$ cat src/rtl/seg7_pkg.sv
// Shared 7-segment code definitions, common to the display encoder and the frame decoder.
// Segment bus is active-high: bit6=a, bit5=b, bit4=c, bit3=d, bit2=e, bit1=f, bit0=g.
package seg7_pkg;

    localparam int SEG_A_BIT = 6;
    localparam int SEG_B_BIT = 5;
    localparam int SEG_C_BIT = 4;
    localparam int SEG_D_BIT = 3;
    localparam int SEG_E_BIT = 2;
    localparam int SEG_F_BIT = 1;
    localparam int SEG_G_BIT = 0;

    localparam logic [6:0] SEG_0     = 7'd62;
    localparam logic [6:0] SEG_0_ALT = 7'd126;
    localparam logic [6:0] SEG_1     = 7'd48;
    localparam logic [6:0] SEG_2     = 7'd109;
    localparam logic [6:0] SEG_3     = 7'd121;
    localparam logic [6:0] SEG_4     = 7'd51;
    localparam logic [6:0] SEG_5     = 7'd91;
    localparam logic [6:0] SEG_6     = 7'd95;
    localparam logic [6:0] SEG_7     = 7'd112;
    localparam logic [6:0] SEG_8     = 7'd127;
    localparam logic [6:0] SEG_9     = 7'd123;
    localparam logic [6:0] SEG_A     = 7'd119;
    localparam logic [6:0] SEG_B     = 7'd31;
    localparam logic [6:0] SEG_C     = 7'd78;
    localparam logic [6:0] SEG_D     = 7'd61;
    localparam logic [6:0] SEG_E     = 7'd79;
    localparam logic [6:0] SEG_F     = 7'd71;

    typedef enum logic {
        ST_WAIT = 1'b0,
        ST_HELD = 1'b1
    } cap_state_e;

endpackage

$ cat src/rtl/seg7_to_nibble.sv
// Inverse of the display encoder: 7-bit segment code to {err, nibble}.
// Unknown patterns (including blank) decode to 0 with err set.
module seg7_to_nibble
    import seg7_pkg::*;
(
    input  logic [6:0] seg_i,
    output logic [4:0] dec_o
);

    always_comb begin
        dec_o = {1'b1, 4'h0};
        case (seg_i)
            SEG_0, SEG_0_ALT: dec_o = {1'b0, 4'h0};
            SEG_1:            dec_o = {1'b0, 4'h1};
            SEG_2:            dec_o = {1'b0, 4'h2};
            SEG_3:            dec_o = {1'b0, 4'h3};
            SEG_4:            dec_o = {1'b0, 4'h4};
            SEG_5:            dec_o = {1'b0, 4'h5};
            SEG_6:            dec_o = {1'b0, 4'h6};
            SEG_7:            dec_o = {1'b0, 4'h7};
            SEG_8:            dec_o = {1'b0, 4'h8};
            SEG_9:            dec_o = {1'b0, 4'h9};
            SEG_A:            dec_o = {1'b0, 4'hA};
            SEG_B:            dec_o = {1'b0, 4'hB};
            SEG_C:            dec_o = {1'b0, 4'hC};
            SEG_D:            dec_o = {1'b0, 4'hD};
            SEG_E:            dec_o = {1'b0, 4'hE};
            SEG_F:            dec_o = {1'b0, 4'hF};
            default:          dec_o = {1'b1, 4'h0};
        endcase
    end

endmodule

$ cat src/rtl/seg7_frame_decoder.sv
// Recovers a frame of digit values from a multiplexed 7-segment bus and offers it on valid/ready.
//   state   | meaning
//   ST_WAIT | waiting for the synchronised (seg, sel) pair to settle; captures once stable
//   ST_HELD | pair already captured this dwell; waits for the next sample change
module seg7_frame_decoder
    import seg7_pkg::*;
#(
    parameter int NUM_DIGITS    = 4,
    parameter int STABLE_CYCLES = 4
) (
    input  logic                      clk,
    input  logic                      rst_n,
    input  logic [6:0]                seg_in,
    input  logic [NUM_DIGITS-1:0]     dig_sel,
    output logic [4*NUM_DIGITS-1:0]   out_digits,
    output logic [NUM_DIGITS-1:0]     out_err,
    output logic                      out_valid,
    input  logic                      out_ready,
    output logic                      overrun
);

    localparam logic [7:0]            CAP_CNT = 8'(STABLE_CYCLES - 1);
    localparam logic [NUM_DIGITS-1:0] SEL_ONE = NUM_DIGITS'(1);

    logic [6:0]              seg_s1_q, seg_s2_q, seg_prev_q;
    logic [NUM_DIGITS-1:0]   sel_s1_q, sel_s2_q, sel_prev_q;
    logic [7:0]              cnt_q, cnt_d;
    cap_state_e              state_q, state_d;
    logic [NUM_DIGITS-1:0]   mask_q, mask_d, mask_set;
    logic [4*NUM_DIGITS-1:0] slot_dig_q, slot_dig_d;
    logic [NUM_DIGITS-1:0]   slot_err_q, slot_err_d;
    logic [4*NUM_DIGITS-1:0] out_dig_q, out_dig_d;
    logic [NUM_DIGITS-1:0]   out_err_q, out_err_d;
    logic                    valid_q, valid_d;
    logic                    ovr_q, ovr_d;

    logic                    changed;
    logic                    sel_onehot;
    logic                    capture;
    logic                    complete;
    logic [4:0]              dec;

    seg7_to_nibble u_dec (
        .seg_i (seg_s2_q),
        .dec_o (dec)
    );

    assign changed    = (seg_s2_q != seg_prev_q) || (sel_s2_q != sel_prev_q);
    assign sel_onehot = (sel_s2_q != '0) && ((sel_s2_q & (sel_s2_q - SEL_ONE)) == '0);

    // Compare against the next count so capture lands on the edge the count reaches the threshold.
    always_comb begin
        cnt_d = cnt_q;
        if (changed) begin
            cnt_d = 8'd0;
        end else if (cnt_q != 8'hFF) begin
            cnt_d = cnt_q + 8'd1;
        end
    end

    always_comb begin
        state_d = state_q;
        capture = 1'b0;
        case (state_q)
            ST_WAIT: begin
                if ((cnt_d == CAP_CNT) && sel_onehot) begin
                    capture = 1'b1;
                    state_d = ST_HELD;
                end
            end
            ST_HELD: begin
                if (changed) begin
                    state_d = ST_WAIT;
                end
            end
            default: state_d = ST_WAIT;
        endcase
    end

    always_comb begin
        slot_dig_d = slot_dig_q;
        slot_err_d = slot_err_q;
        for (int i = 0; i < NUM_DIGITS; i++) begin
            if (capture && sel_s2_q[i]) begin
                slot_dig_d[4*i +: 4] = dec[3:0];
                slot_err_d[i]        = dec[4];
            end
        end
        mask_set = mask_q | (capture ? sel_s2_q : '0);
        complete = capture && (&mask_set);
        mask_d   = complete ? '0 : mask_set;
    end

    always_comb begin
        out_dig_d = out_dig_q;
        out_err_d = out_err_q;
        valid_d   = valid_q;
        ovr_d     = ovr_q;
        if (complete) begin
            if (!valid_q || out_ready) begin
                out_dig_d = slot_dig_d;
                out_err_d = slot_err_d;
                valid_d   = 1'b1;
            end else begin
                ovr_d = 1'b1;
            end
        end else if (valid_q && out_ready) begin
            valid_d = 1'b0;
        end
    end

    always_ff @(posedge clk or negedge rst_n) begin
        if (!rst_n) begin
            seg_s1_q   <= '0;
            seg_s2_q   <= '0;
            seg_prev_q <= '0;
            sel_s1_q   <= '0;
            sel_s2_q   <= '0;
            sel_prev_q <= '0;
            cnt_q      <= '0;
            state_q    <= ST_WAIT;
            mask_q     <= '0;
            slot_dig_q <= '0;
            slot_err_q <= '0;
            out_dig_q  <= '0;
            out_err_q  <= '0;
            valid_q    <= 1'b0;
            ovr_q      <= 1'b0;
        end else begin
            seg_s1_q   <= seg_in;
            seg_s2_q   <= seg_s1_q;
            seg_prev_q <= seg_s2_q;
            sel_s1_q   <= dig_sel;
            sel_s2_q   <= sel_s1_q;
            sel_prev_q <= sel_s2_q;
            cnt_q      <= cnt_d;
            state_q    <= state_d;
            mask_q     <= mask_d;
            slot_dig_q <= slot_dig_d;
            slot_err_q <= slot_err_d;
            out_dig_q  <= out_dig_d;
            out_err_q  <= out_err_d;
            valid_q    <= valid_d;
            ovr_q      <= ovr_d;
        end
    end

    assign out_digits = out_dig_q;
    assign out_err    = out_err_q;
    assign out_valid  = valid_q;
    assign overrun    = ovr_q;

endmodule

$ cat config.mk
export PLATFORM = sky130hd
export DESIGN_NAME = seg7_frame_decoder
export DESIGN_NICKNAME = d
export VERILOG_FILES = /design/src/rtl/seg7_pkg.sv /design/src/rtl/seg7_to_nibble.sv /design/src/rtl/seg7_frame_decoder.sv
export SDC_FILE = /design/constraint.sdc
export NUM_CORES = 1
export LEC_CHECK = 0
export BUFFER_PORTS_ARGS = -buffer_cell sky130_fd_sc_hd__buf_2
export CAP_MARGIN = 20
export CORE_AREA = 2 2 89 91
export CTS_CLUSTER_SIZE = 24
export DETAILED_ROUTE_END_ITERATION = 16
export DIE_AREA = 0 0 91 93
export GPL_TIMING_DRIVEN = 0
export HOLD_SLACK_MARGIN = 0.03
export MAX_ROUTING_LAYER = met4
export PLACE_DENSITY = 0.73
export SLEW_MARGIN = 5
export SYNTH_ARGS = -nofsm -noshare
export SYNTH_HDL_FRONTEND = slang
export SYNTH_SLANG_ARGS = --single-unit
export TNS_END_PERCENT = 1
$ cat constraint.sdc
create_clock -name clk -period 4.4 [get_ports clk]
set_input_delay 0.22 -clock clk [delete_from_list [all_inputs] [get_ports clk]]
set_output_delay 0.22 -clock clk [all_outputs]
set_load 0.005 [all_outputs]
==> run summary, run 1 <==
status: finished, final reports clean
worst r2r dst: slot_dig_q[9]
initial core utilization: 53.6%
hpwl dp: 5120 µm
max cap viols: 0
largest net degree at the start of global routing: 60
post-route cell area: 4690 µm²
RR Startpoint: sel_s2_q[2]
total power: 1500 µW
LEAKAGE: 0.00212 µW
reg2reg path depth: 8
slew at the pin closest to its max-slew limit: 0.697 ns
CTS max path bufs: 2
Via Count: 2673
final core occ: 62.3%
RSZ-0062 raised after global routing: no
Setup crit end kind: register
share of layout cells above drive strength 1: 31.5%
Max Slew Vio Count: 0
worst skew pair latency: 0.36 ns
Final Skew: 0.0121 ns
post-synthesis sequential area ratio: 54.6%
clock root buffer master: clkbuf_8
DRT antenna net count: 0
syn avg cell area: 12.4 µm²
CP max-delay cell: nor4b_4
VDD IR-drop max: 0.181 mV
vias in the first global route: 2644
n_diodes: 0
Global Route Usage Sum: 19.7%
Max stage delay on crit path: 0.53 ns
setup bufs post-CTS: 0
H-tree depth: 3
die area: 8460 µm²
Sink Count: 88
flop-to-flop setup slack: 1.58 ns
WHS Endpoint: out_valid
Max Fclk: 355 MHz
num rows: 32
area of the multi-input gates: 1720 µm²
final period utilization: 64.1%
Final setup viols: 0
Hold Crit Class: in2reg
DRT Wirelength: 7380 µm
Setup CP Type: reg2reg
synth warn: 0
Async SR Flop Fraction: 100%
P&R area growth vs syn: 16.2%
CTS buffer count: 9
Final nets: 400
# port buffers: 35
grt total ovfl: 0
commonest register cell after synthesis: dfrtp_1
Via density: 5.43
worst path cell trace: clkbuf_1, xor2_1, nor4_1, nand3_1, nand2b_1, buf_2, nor4b_4, mux2_2
CP Max Fanout: 9
residual DRC count: 0
syn_nets: 340
setup TNS: 0 ns
crit path DAT: 3.07 ns
DR WL/cell: 15.0 µm
Worst-path clk slew: 0.09 ns
Ports: 36
Worst Hold Depth: 4
DP Area: 4370 µm²
Placer Congestion: 0.909
TritonCTS clock tree: built
Post-synth EDFFs: 0
die boundary width: 91 µm
top cells by area, synth: dfrtp_1 55%, mux2_4 7.4%, mux2_2 7.0%
FF/Latch Area: 2200 µm²
drt pass-1 iters: 4
Synth top area share: 54.6%
Core Box Area: 7530 µm²
WHS: 0.143 ns
minimum clock period: 2.82 ns
critical path launch point type: register
Synth Instances: 325
Worst slew margin: 53.1%
fillers: 620
Yosys reg bits: 88
initial antenna violation count: 0
Distinct cells, synth: 54
dominant cell type by area after synthesis: dfrtp_1
Power per Cell Area: 319 nW/µm²
min-delay src: out_ready
first-pass GRT wire length: 12700 µm
cts repair resizes: 0
synthesized cell area: 4040 µm²
Required @ worst endpoint: 4.65 ns
Die H: 93 µm
drt initial violations: 146
final hold violations: 0
-- final cells by class --
class                      instances  area share, %
timing repair buffer              49           7.05
multi-input combinational        212           36.7
tap                              102           2.72
clock buffer                      10           2.72
buffer                            18           1.87
inverter                           7          0.560
clock inverter                     6           1.44
sequential                        88           47.0
-- worst max path at each step --
| stage | startpoint | to | slack, ns | depth (start not counted) |
|---|---|---|---|---|
| 2_1_floorplan | cnt_q[0] | out_digits[0] | 1.86 | 8 |
| 3_3_place_gp | sel_s2_q[2] | slot_err_q[2] | 1.61 | 8 |
| 3_5_place_dp | cnt_q[0] | slot_dig_q[9] | 1.55 | 7 |
| 4_1_cts | cnt_q[0] | out_err[2] | 1.56 | 8 |
| 5_1_grt | cnt_q[0] | mask_q[2] | 1.29 | 7 |
| 6_report | sel_s2_q[2] | slot_dig_q[9] | 1.58 | 8 |
-- cells in the mapped netlist, types with 6 or more instances --
master	count
inv_1	6
nand3_1	7
nand2_1	9
nor3_1	9
dfrtp_1	88
a21oi_1	22
nor2_1	29
mux2_4	20
a31oi_1	7
nor4_1	7
clkbuf_1	11
mux2_2	25
xor2_1	14
-- what timing repair did --
action	CTS	global route
hold endpoints to repair	40	0
setup endpoints to repair	0	0
hold buffers	12	0
-- metal layers --
| metal | track usage (%) | up-vias | share of wire [%] |
|---|---|---|---|
| met5 | - | - | 0 |
| met4 | 6.19 | 0 | 1.3 |
| met3 | 5.56 | 12 | 3.7 |
| met2 | 29.9 | 58 | 46 |
| met1 | 26.0 | 1314 | 49 |
| li1 | - | 1289 | - |
-- power breakdown --
part / total [µW] / internal [µW] / switching, µW
clock: 561 / 266 / 295
sequential: 834 / 823 / 10.6
combinational: 101 / 41.6 / 59.4
-- layout by cell type (no fill, tap or decap), types with 12 or more instances in the layout --
master,instances
mux2_2,25
nor2_1,29
buf_2,38
a21oi_1,22
dlygate4sd3_1,12
mux2_4,20
clkbuf_1,12
dfrtp_1,88
xor2_1,14
-- critical path, delay by kind of cell, from the launching register on --
kind	cells	cell delay, ns
mux	1	0.40
simple gates	4	1.34
xor+xnor	1	0.18
buf+inv	2	0.41
flops	1	0.38
-- registers in the layout, indices dropped and copies added (netlist names) --
signal	cells
cnt_q	8
mask_q	4
out_digits	16
out_err	4
out_valid	1
overrun	1
seg_prev_q	7
seg_s1_q	7
seg_s2_q	7
sel_prev_q	4
sel_s1_q	4
sel_s2_q	4
slot_dig_q	16
slot_err_q	4
state_q	1
-- metrics by stage --
stage                     instances  setup WS (ns)
final                           492           1.58
after global routing            492           1.29
after global placement          462           1.61
after detailed placement        464           1.55
after CTS                       492           1.56
after floorplan                 325           1.86
-- logic make-up (layout without fill, tap and decap cells) --
| logic type | count (synthesis) | in the layout | synth area share, % |
|---|---|---|---|
| simple gates | 93 | 93 | 14.8 |
| buf+inv | 25 | 90 | 2.82 |
| flops | 88 | 88 | 54.6 |
| mux | 45 | 45 | 14.4 |
| xor+xnor | 16 | 16 | 3.47 |
| compound gates | 57 | 57 | 9.58 |
| fa+ha+maj | 1 | 1 | 0.310 |
Power figures use the tool's default switching activity.
==> run 2, diff against run 1 <==
--- a/config.mk
+++ b/config.mk
@@ -5,12 +5,13 @@
 export SDC_FILE = /design/constraint.sdc
 export NUM_CORES = 1
 export LEC_CHECK = 0
+export ABC_AREA = 1
 export BUFFER_PORTS_ARGS = -buffer_cell sky130_fd_sc_hd__buf_2
 export CAP_MARGIN = 20
-export CORE_AREA = 2 2 89 91
+export CORE_AREA = 2 2 88 90
 export CTS_CLUSTER_SIZE = 24
 export DETAILED_ROUTE_END_ITERATION = 16
-export DIE_AREA = 0 0 91 93
+export DIE_AREA = 0 0 90 92
 export GPL_TIMING_DRIVEN = 0
 export HOLD_SLACK_MARGIN = 0.03
 export MAX_ROUTING_LAYER = met4
==> constraint.sdc (replaced) <==
create_clock -name clk -period 2.3 [get_ports clk]
set_input_delay 0.115 -clock clk [delete_from_list [all_inputs] [get_ports clk]]
set_output_delay 0.115 -clock clk [all_outputs]
set_load 0.005 [all_outputs]
==> run 2 against run 1 <==
The flow now finishes with violations (setup timing). Critical path depth rose by 9. Synthesized cell count rose by 31%. Flip-flop and latch count did not move. Maximum frequency rose by 19%. Worst hold slack improved by 0.052 ns. Synthesized area fell by 6.9%. Die area fell by 2.2%. Combinational power rose by 39%. Global-route usage rose by 0.94 points. Sequential share of layout area rose by 1.2 points. Total power rose by 97%.
==> run summary, run 2 <==
n_diodes: 0 (unchanged)
grt total ovfl: 0 (unchanged)
Final setup viols: 20 (was 0)
# port buffers: 35 (unchanged)
Synth Instances: 427 (was 325)
DRT Wirelength: 7550 µm (was 7380 µm)
commonest register cell after synthesis: dfrtp_1 (unchanged)
Synth top area share: 58.6% (was 54.6%)
final hold violations: 0 (unchanged)
Max stage delay on crit path: 0.46 ns (was 0.53 ns)
Max Fclk: 422 MHz (was 355 MHz)
Worst Hold Depth: 5 (was 4)
share of layout cells above drive strength 1: 19.6% (was 31.5%)
total power: 2940 µW (was 1500 µW)
CP max-delay cell: dfrtp_2 (was nor4b_4)
CTS max path bufs: 2 (unchanged)
Power per Cell Area: 642 nW/µm² (was 319 nW/µm²)
min-delay src: out_ready (unchanged)
drt pass-1 iters: 5 (was 4)
Hold Crit Class: in2reg (unchanged)
num rows: 32 (unchanged)
H-tree depth: 3 (unchanged)
worst r2r dst: out_digits[15] (was slot_dig_q[9])
DRT antenna net count: 0 (unchanged)
crit-path most repeated cell: nand2_1
drt initial violations: 175 (was 146)
most numerous cell in the Yosys netlist: nand2_1 (was dfrtp_1)
Async SR Flop Fraction: 100% (unchanged)
crit path DAT: 2.62 ns (was 3.07 ns)
flop-to-flop setup slack: -0.07 ns (was 1.58 ns)
Via Count: 3021 (was 2673)
clock root buffer master: clkbuf_8 (unchanged)
failing checks: setup timing
Core Box Area: 7450 µm² (was 7530 µm²)
syn avg cell area: 8.80 µm² (was 12.4 µm²)
WHS Endpoint: out_err[0] (was out_valid)
Ports: 36 (unchanged)
initial core utilization: 50.5% (was 53.6%)
critical path launch point type: register (unchanged)
Setup CP Type: reg2reg (unchanged)
VDD IR-drop max: 0.486 mV (was 0.181 mV)
Yosys reg bits: 88 (unchanged)
Final nets: 505 (was 400)
final period utilization: 103% (was 64.1%)
synth warn: 0 (unchanged)
Layout Cells excl Fill: 597 (was 492)
Setup crit end kind: register (unchanged)
CTS buffer count: 9 (unchanged)
Placer Congestion: 0.861 (was 0.909)
Final Skew: 0.0165 ns (was 0.0121 ns)
status: complete, but fails checks (was finished, final reports clean)
dominant cell type by area after synthesis: dfrtp_1 (unchanged)
P&R area growth vs syn: 21.8% (was 16.2%)
TritonCTS clock tree: built (unchanged)
final core occ: 61.5% (was 62.3%)
Post-synth EDFFs: 0 (unchanged)
residual DRC count: 0 (unchanged)
minimum clock period: 2.37 ns (was 2.82 ns)
die boundary width: 90 µm (was 91 µm)
top cells by area, synth: dfrtp_1 59%, nand2_1 14%, nand4_1 4.3% (was dfrtp_1 55%, mux2_4 7.4%, mux2_2 7.0%)
RSZ-0062 raised after global routing: yes (was no)
worst skew pair latency: 0.36 ns (about the same)
Worst-path clk slew: 0.10 ns (was 0.09 ns)
Max Slew Vio Count: 0 (unchanged)
Global Route Usage Sum: 20.6% (was 19.7%)
vias in the first global route: 2984 (was 2644)
max cap viols: 0 (unchanged)
Die H: 92 µm (was 93 µm)
Required @ worst endpoint: 2.55 ns (was 4.65 ns)
LEAKAGE: 0.00238 µW (was 0.00212 µW)
slew at the pin closest to its max-slew limit: 0.712 ns (was 0.697 ns)
DR WL/cell: 12.6 µm (was 15.0 µm)
Placed Cells: 565 (was 464)
syn_nets: 442 (was 340)
Sink Count: 88 (unchanged)
hpwl dp: 5170 µm (was 5120 µm)
Via density: 5.06 (was 5.43)
synthesized cell area: 3760 µm² (was 4040 µm²)
first-pass GRT wire length: 13300 µm (was 12700 µm)
reg2reg path depth: 17 (was 8)
Post-synth top cells: 144 x nand2_1, 88 x dfrtp_1, 42 x inv_1, 27 x nor2_1, 26 x nand4_1 (was 88 x dfrtp_1, 29 x nor2_1, 25 x mux2_2, 22 x a21oi_1, 20 x mux2_4)
CP Max Fanout: 10 (was 9)
most frequent cells in the layout: 140 x nand2_1, 85 x dfrtp_1, 41 x inv_1 (was 88 x dfrtp_1, 38 x buf_2, 29 x nor2_1)
RR Startpoint: cnt_q[0] (was sel_s2_q[2])
die area: 8280 µm² (was 8460 µm²)
worst path cell trace: ha_4, nand3_4, inv_4, nand2_4, nand2_1, nand2_1, clkinv_1, nand4_1, nor2_4, nand3_2, nand2_2, nand2_2, nor2_4, nand3_2, buf_6, nand2_1, nand2_1 (was clkbuf_1, xor2_1, nor4_1, nand3_1, nand2b_1, buf_2, nor4b_4, mux2_2)
final worst slack: -0.0688 ns (was 1.58 ns)
post-synthesis sequential area ratio: 58.6% (was 54.6%)
initial antenna violation count: 0 (unchanged)
largest net degree at the start of global routing: 51 (was 60)
most common cell after layout, fill and taps aside: nand2_1 (was dfrtp_1)
Distinct cells, synth: 30 (was 54)
fillers: 636 (was 620)
Worst slew margin: 52.1% (was 53.1%)
[run 2: cells by family (layout without fill, tap and decap cells)]
kind of cell    count (synthesis)  after routing  share of synthesized area (%)
simple gates                  241            241                           28.2
flops                          88             88                           58.6
buf+inv                        57            125                           6.49
compound gates                 33             33                           4.70
xor+xnor                        7              7                           1.63
fa+ha+maj                       1              1                          0.333
[run 2: metal layers]
layer  part of all wire [%]  vias to the layer above  routed length (µm)  GRT usage (%)
met3                    4.6                       19                 344           4.60
li1                       -                     1488                   -              -
met5                      0                        -                   0              -
met1                     45                     1414                3390           25.4
met2                     49                      100                3660           32.9
met4                    2.0                        0                 151           9.49
[run 2: area by class of cell]
| cell class | count | area [µm²] | area share, % |
|---|---|---|---|
| sequential | 88 | 2210 | 48.2 |
| multi-input combinational | 282 | 1410 | 30.9 |
| timing repair buffer | 52 | 353 | 7.71 |
| inverter | 45 | 171 | 3.75 |
| tap | 102 | 128 | 2.79 |
| clock buffer | 9 | 124 | 2.71 |
| clock inverter | 7 | 106 | 2.32 |
| buffer | 12 | 75.1 | 1.64 |
[run 2: critical path: cells and delay by family (launching register included)]
family	cells	cell delay (ns)
buffers and inverters	3	0.30
and+or+nand+nor	13	1.33
adders and majority gates	1	0.17
DFF	1	0.46
[run 2: stage by stage]
step / worst slack, ns / setup TNS, ns / area [µm²] / hold slack (ns)
finish: -0.0688 / -1.15 / 4580 / 0.195
floorplan: 0.168 / 0 / 3760 / -0.181
CTS: -0.0000506 / -0.0000506 / 4490 / 0.179
detailed placement: -0.148 / -3.17 / 4090 / 0.119
global placement: -0.116 / -2.48 / 4060 / 0.223
global route: -0.312 / -6.51 / 4580 / 0.233
[run 2: power breakdown]
group	switching, µW	internal, µW
Clock	572	624
Sequential	27.2	1580
Combinational	86.0	53.9
Total	685	2250
[run 2: what timing repair did]
item / CTS / global route
buffers inserted: 0 / 3
gates resized for setup: 9 / 17
endpoints found under the hold margin: 49 / 0
hold buffers: 12 / 0
setup endpoints to repair: 25 / 34
pin swaps: 3 / 5
[run 2: worst max-delay path by stage]
stage | from | end | slack [ns] | cells past startpoint
6_report | cnt_q[0] | out_digits[15] | -0.07 | 17
2_1_floorplan | cnt_q[0] | out_digits[10] | 0.17 | 14
4_1_cts | cnt_q[0] | out_digits[1] | -0.00005 | 17
5_1_grt | cnt_q[0] | out_digits[14] | -0.31 | 17
3_5_place_dp | cnt_q[0] | out_digits[1] | -0.15 | 15
3_3_place_gp | cnt_q[0] | out_digits[15] | -0.12 | 15
==> run 3, diff against run 2 <==
--- a/config.mk
+++ b/config.mk
@@ -8,14 +8,16 @@
 export ABC_AREA = 1
 export BUFFER_PORTS_ARGS = -buffer_cell sky130_fd_sc_hd__buf_2
 export CAP_MARGIN = 20
-export CORE_AREA = 2 2 88 90
+export CELL_PAD_IN_SITES_DETAIL_PLACEMENT = 2
+export CELL_PAD_IN_SITES_GLOBAL_PLACEMENT = 2
+export CORE_AREA = 2 2 112 114
 export CTS_CLUSTER_SIZE = 24
 export DETAILED_ROUTE_END_ITERATION = 16
-export DIE_AREA = 0 0 90 92
+export DIE_AREA = 0 0 114 116
 export GPL_TIMING_DRIVEN = 0
 export HOLD_SLACK_MARGIN = 0.03
 export MAX_ROUTING_LAYER = met4
-export PLACE_DENSITY = 0.73
+export PLACE_DENSITY_LB_ADDON = 0.1
 export SLEW_MARGIN = 5
 export SYNTH_ARGS = -nofsm -noshare
 export SYNTH_HDL_FRONTEND = slang
==> run 3 against run 2 <==
The flow now finishes without violations. Flip-flop and latch count stayed put. Critical endpoint is now out_digits[3]. Combinational power grew 11%. Via count is 2.6% higher. Worst hold slack gained 0.085 ns. Highest routed layer unchanged. Non-clock buffer count is 4 higher. Cell count is 8.2% higher. Core utilization shrank 21 points. Routed wire length grew 29%. Critical path depth decreased by 2. Total power rose by 16%. Largest cell class unchanged. Maximum frequency is 3.3% higher. Worst setup slack gained 0.076 ns. Critical path type unchanged.
==> run summary, run 3 (synthesis results as in run 2) <==
status: finished, final reports clean (was complete, but fails checks)
drt initial violations: 121 (was 175)
Setup CP Type: reg2reg (unchanged)
largest net degree at the start of global routing: 52 (was 51)
RR Startpoint: cnt_q[1] (was cnt_q[0])
Core Box Area: 11900 µm² (was 7450 µm²)
die area: 13200 µm² (was 8280 µm²)
Placer Congestion: 0.780 (was 0.861)
Max Slew Vio Count: 0 (unchanged)
Ports: 36 (unchanged)
Worst slew margin: 57.4% (was 52.1%)
n_diodes: 0 (unchanged)
initial core utilization: 31.5% (was 50.5%)
Final Skew: 0.00592 ns (was 0.0165 ns)
num rows: 40 (was 32)
Power per Cell Area: 707 nW/µm² (was 642 nW/µm²)
fillers: 1331 (was 636)
post-route cell area: 4810 µm² (was 4580 µm²)
Required @ worst endpoint: 2.53 ns (was 2.55 ns)
Worst-path clk slew: 0.06 ns (was 0.10 ns)
Hold Crit Class: in2reg (unchanged)
Sink Count: 88 (unchanged)
flop-to-flop setup slack: 0.007 ns (was -0.07 ns)
setup TNS: 0 ns (was -1.15 ns)
critical path launch point type: register (unchanged)
CTS buffer count: 9 (unchanged)
P&R area growth vs syn: 28.0% (was 21.8%)
most frequent cells in the layout: 138 x nand2_1, 83 x dfrtp_1, 40 x buf_2 (was 140 x nand2_1, 85 x dfrtp_1, 41 x inv_1)
FF/Latch Area: 2210 µm² (about the same)
minimum clock period: 2.29 ns (was 2.37 ns)
Die H: 116 µm (was 92 µm)
Global Route Usage Sum: 17.3% (was 20.6%)
die boundary width: 114 µm (was 90 µm)
RSZ-0062 raised after global routing: yes (unchanged)
worst skew pair latency: 0.34 ns (was 0.36 ns)
CP startpoint: cnt_q[1] (was cnt_q[0])
worst r2r dst: out_digits[3] (was out_digits[15])
drt pass-1 iters: 4 (was 5)
vias in the first global route: 3456 (was 2984)
area of the multi-input gates: 1450 µm² (was 1410 µm²)
Setup crit end kind: register (unchanged)
Final setup viols: 0 (was 20)
DR WL/cell: 15.1 µm (was 12.6 µm)
residual DRC count: 0 (unchanged)
final worst slack: 0.00687 ns (was -0.0688 ns)
final hold violations: 0 (unchanged)
reg2reg path depth: 15 (was 17)
grt total ovfl: 0 (unchanged)
hpwl dp: 6920 µm (was 5170 µm)
slew at the pin closest to its max-slew limit: 0.634 ns (was 0.712 ns)
total power: 3400 µW (was 2940 µW)
first-pass GRT wire length: 17200 µm (was 13300 µm)
CP Capture Point: out_digits[3] (was out_digits[15])
DP Area: 4150 µm² (was 4090 µm²)
CP Max Fanout: 10 (unchanged)
final period utilization: 99.7% (was 103%)
CTS max path bufs: 2 (unchanged)
clock root buffer master: clkbuf_16 (was clkbuf_8)
max cap viols: 0 (unchanged)
Final nets: 509 (was 505)
VDD IR-drop max: 0.440 mV (was 0.486 mV)
initial antenna violation count: 0 (unchanged)
DRT antenna net count: 0 (unchanged)
share of layout cells above drive strength 1: 22.8% (was 19.6%)
Via density: 4.80 (was 5.06)
DRT Wirelength: 9740 µm (was 7550 µm)
crit path DAT: 2.53 ns (was 2.62 ns)
Via Count: 3101 (was 3021)
TritonCTS clock tree: built (unchanged)
# port buffers: 35 (unchanged)
Max Fclk: 436 MHz (was 422 MHz)
LEAKAGE: 0.00246 µW (was 0.00238 µW)
most common cell after layout, fill and taps aside: nand2_1 (unchanged)
final core occ: 40.4% (was 61.5%)
H-tree depth: 3 (unchanged)
DP Worst Slack: -0.303 ns (was -0.148 ns)
[run 3: timing repair]
item                                    4_1_cts  5_1_grt
endpoints found under the setup margin       44       31
setup buffers                                 7        0
hold buffers                                 12        0
gates resized for setup                      34        8
pin swaps                                     9        2
endpoints found under the hold margin        48        0
[run 3: through the flow]
step	hold WS [ns]	instances
CTS	0.282	646
global placement	0.222	609
finish	0.280	646
detailed placement	0.126	611
floorplan	-0.181	427
global route	0.327	646
[run 3: area by class of cell]
class / count / area share (%)
sequential: 88 / 45.9
multi-input combinational: 282 / 30.2
timing repair buffer: 56 / 7.96
clock buffer: 14 / 5.70
tap: 147 / 3.82
inverter: 45 / 3.51
buffer: 12 / 1.61
clock inverter: 2 / 1.25
[run 3: how the worst min path moves through the flow]
stage | startpoint | endpoint | slack, ns | cells after the start
5_1_grt | out_ready | out_err[1] | 0.33 | 5
4_1_cts | out_ready | out_err[1] | 0.28 | 5
3_5_place_dp | rst_n | cnt_q[1] | 0.13 | 1
3_3_place_gp | seg_in[4] | seg_s1_q[4] | 0.22 | 1
6_report | out_ready | out_err[1] | 0.28 | 5
2_1_floorplan | rst_n | cnt_q[0] | -0.18 | 0
[run 3: where the power goes]
| group | total, µW | switching [µW] | internal, µW |
|---|---|---|---|
| logic | 156 | 96.1 | 59.7 |
| clock network | 1640 | 597 | 1040 |
| registers | 1600 | 26.8 | 1580 |
[run 3: worst max-delay path, stage by stage (launching register included)]
cell	delay, ns
dfrtp_1	0.41
ha_4	0.19
nand3_4	0.10
inv_2	0.07
nand2_4	0.12
a21boi_1	0.09
nand3_1	0.13
nand2_2	0.09
nor2_4	0.18
and2_4	0.17
o21ai_2	0.08
nor2_4	0.18
nand3_2	0.11
buf_6	0.16
nand2_1	0.06
nand2_1	0.05
[run 3: per-layer routing]
metal | routed length [µm] | vias to the layer above | global-route usage, %
met4 | 108 | 0 | 5.37
met3 | 226 | 8 | 3.77
met1 | 4470 | 1564 | 20.5
li1 | - | 1499 | -
met5 | 0 | - | -
met2 | 4940 | 30 | 29.5
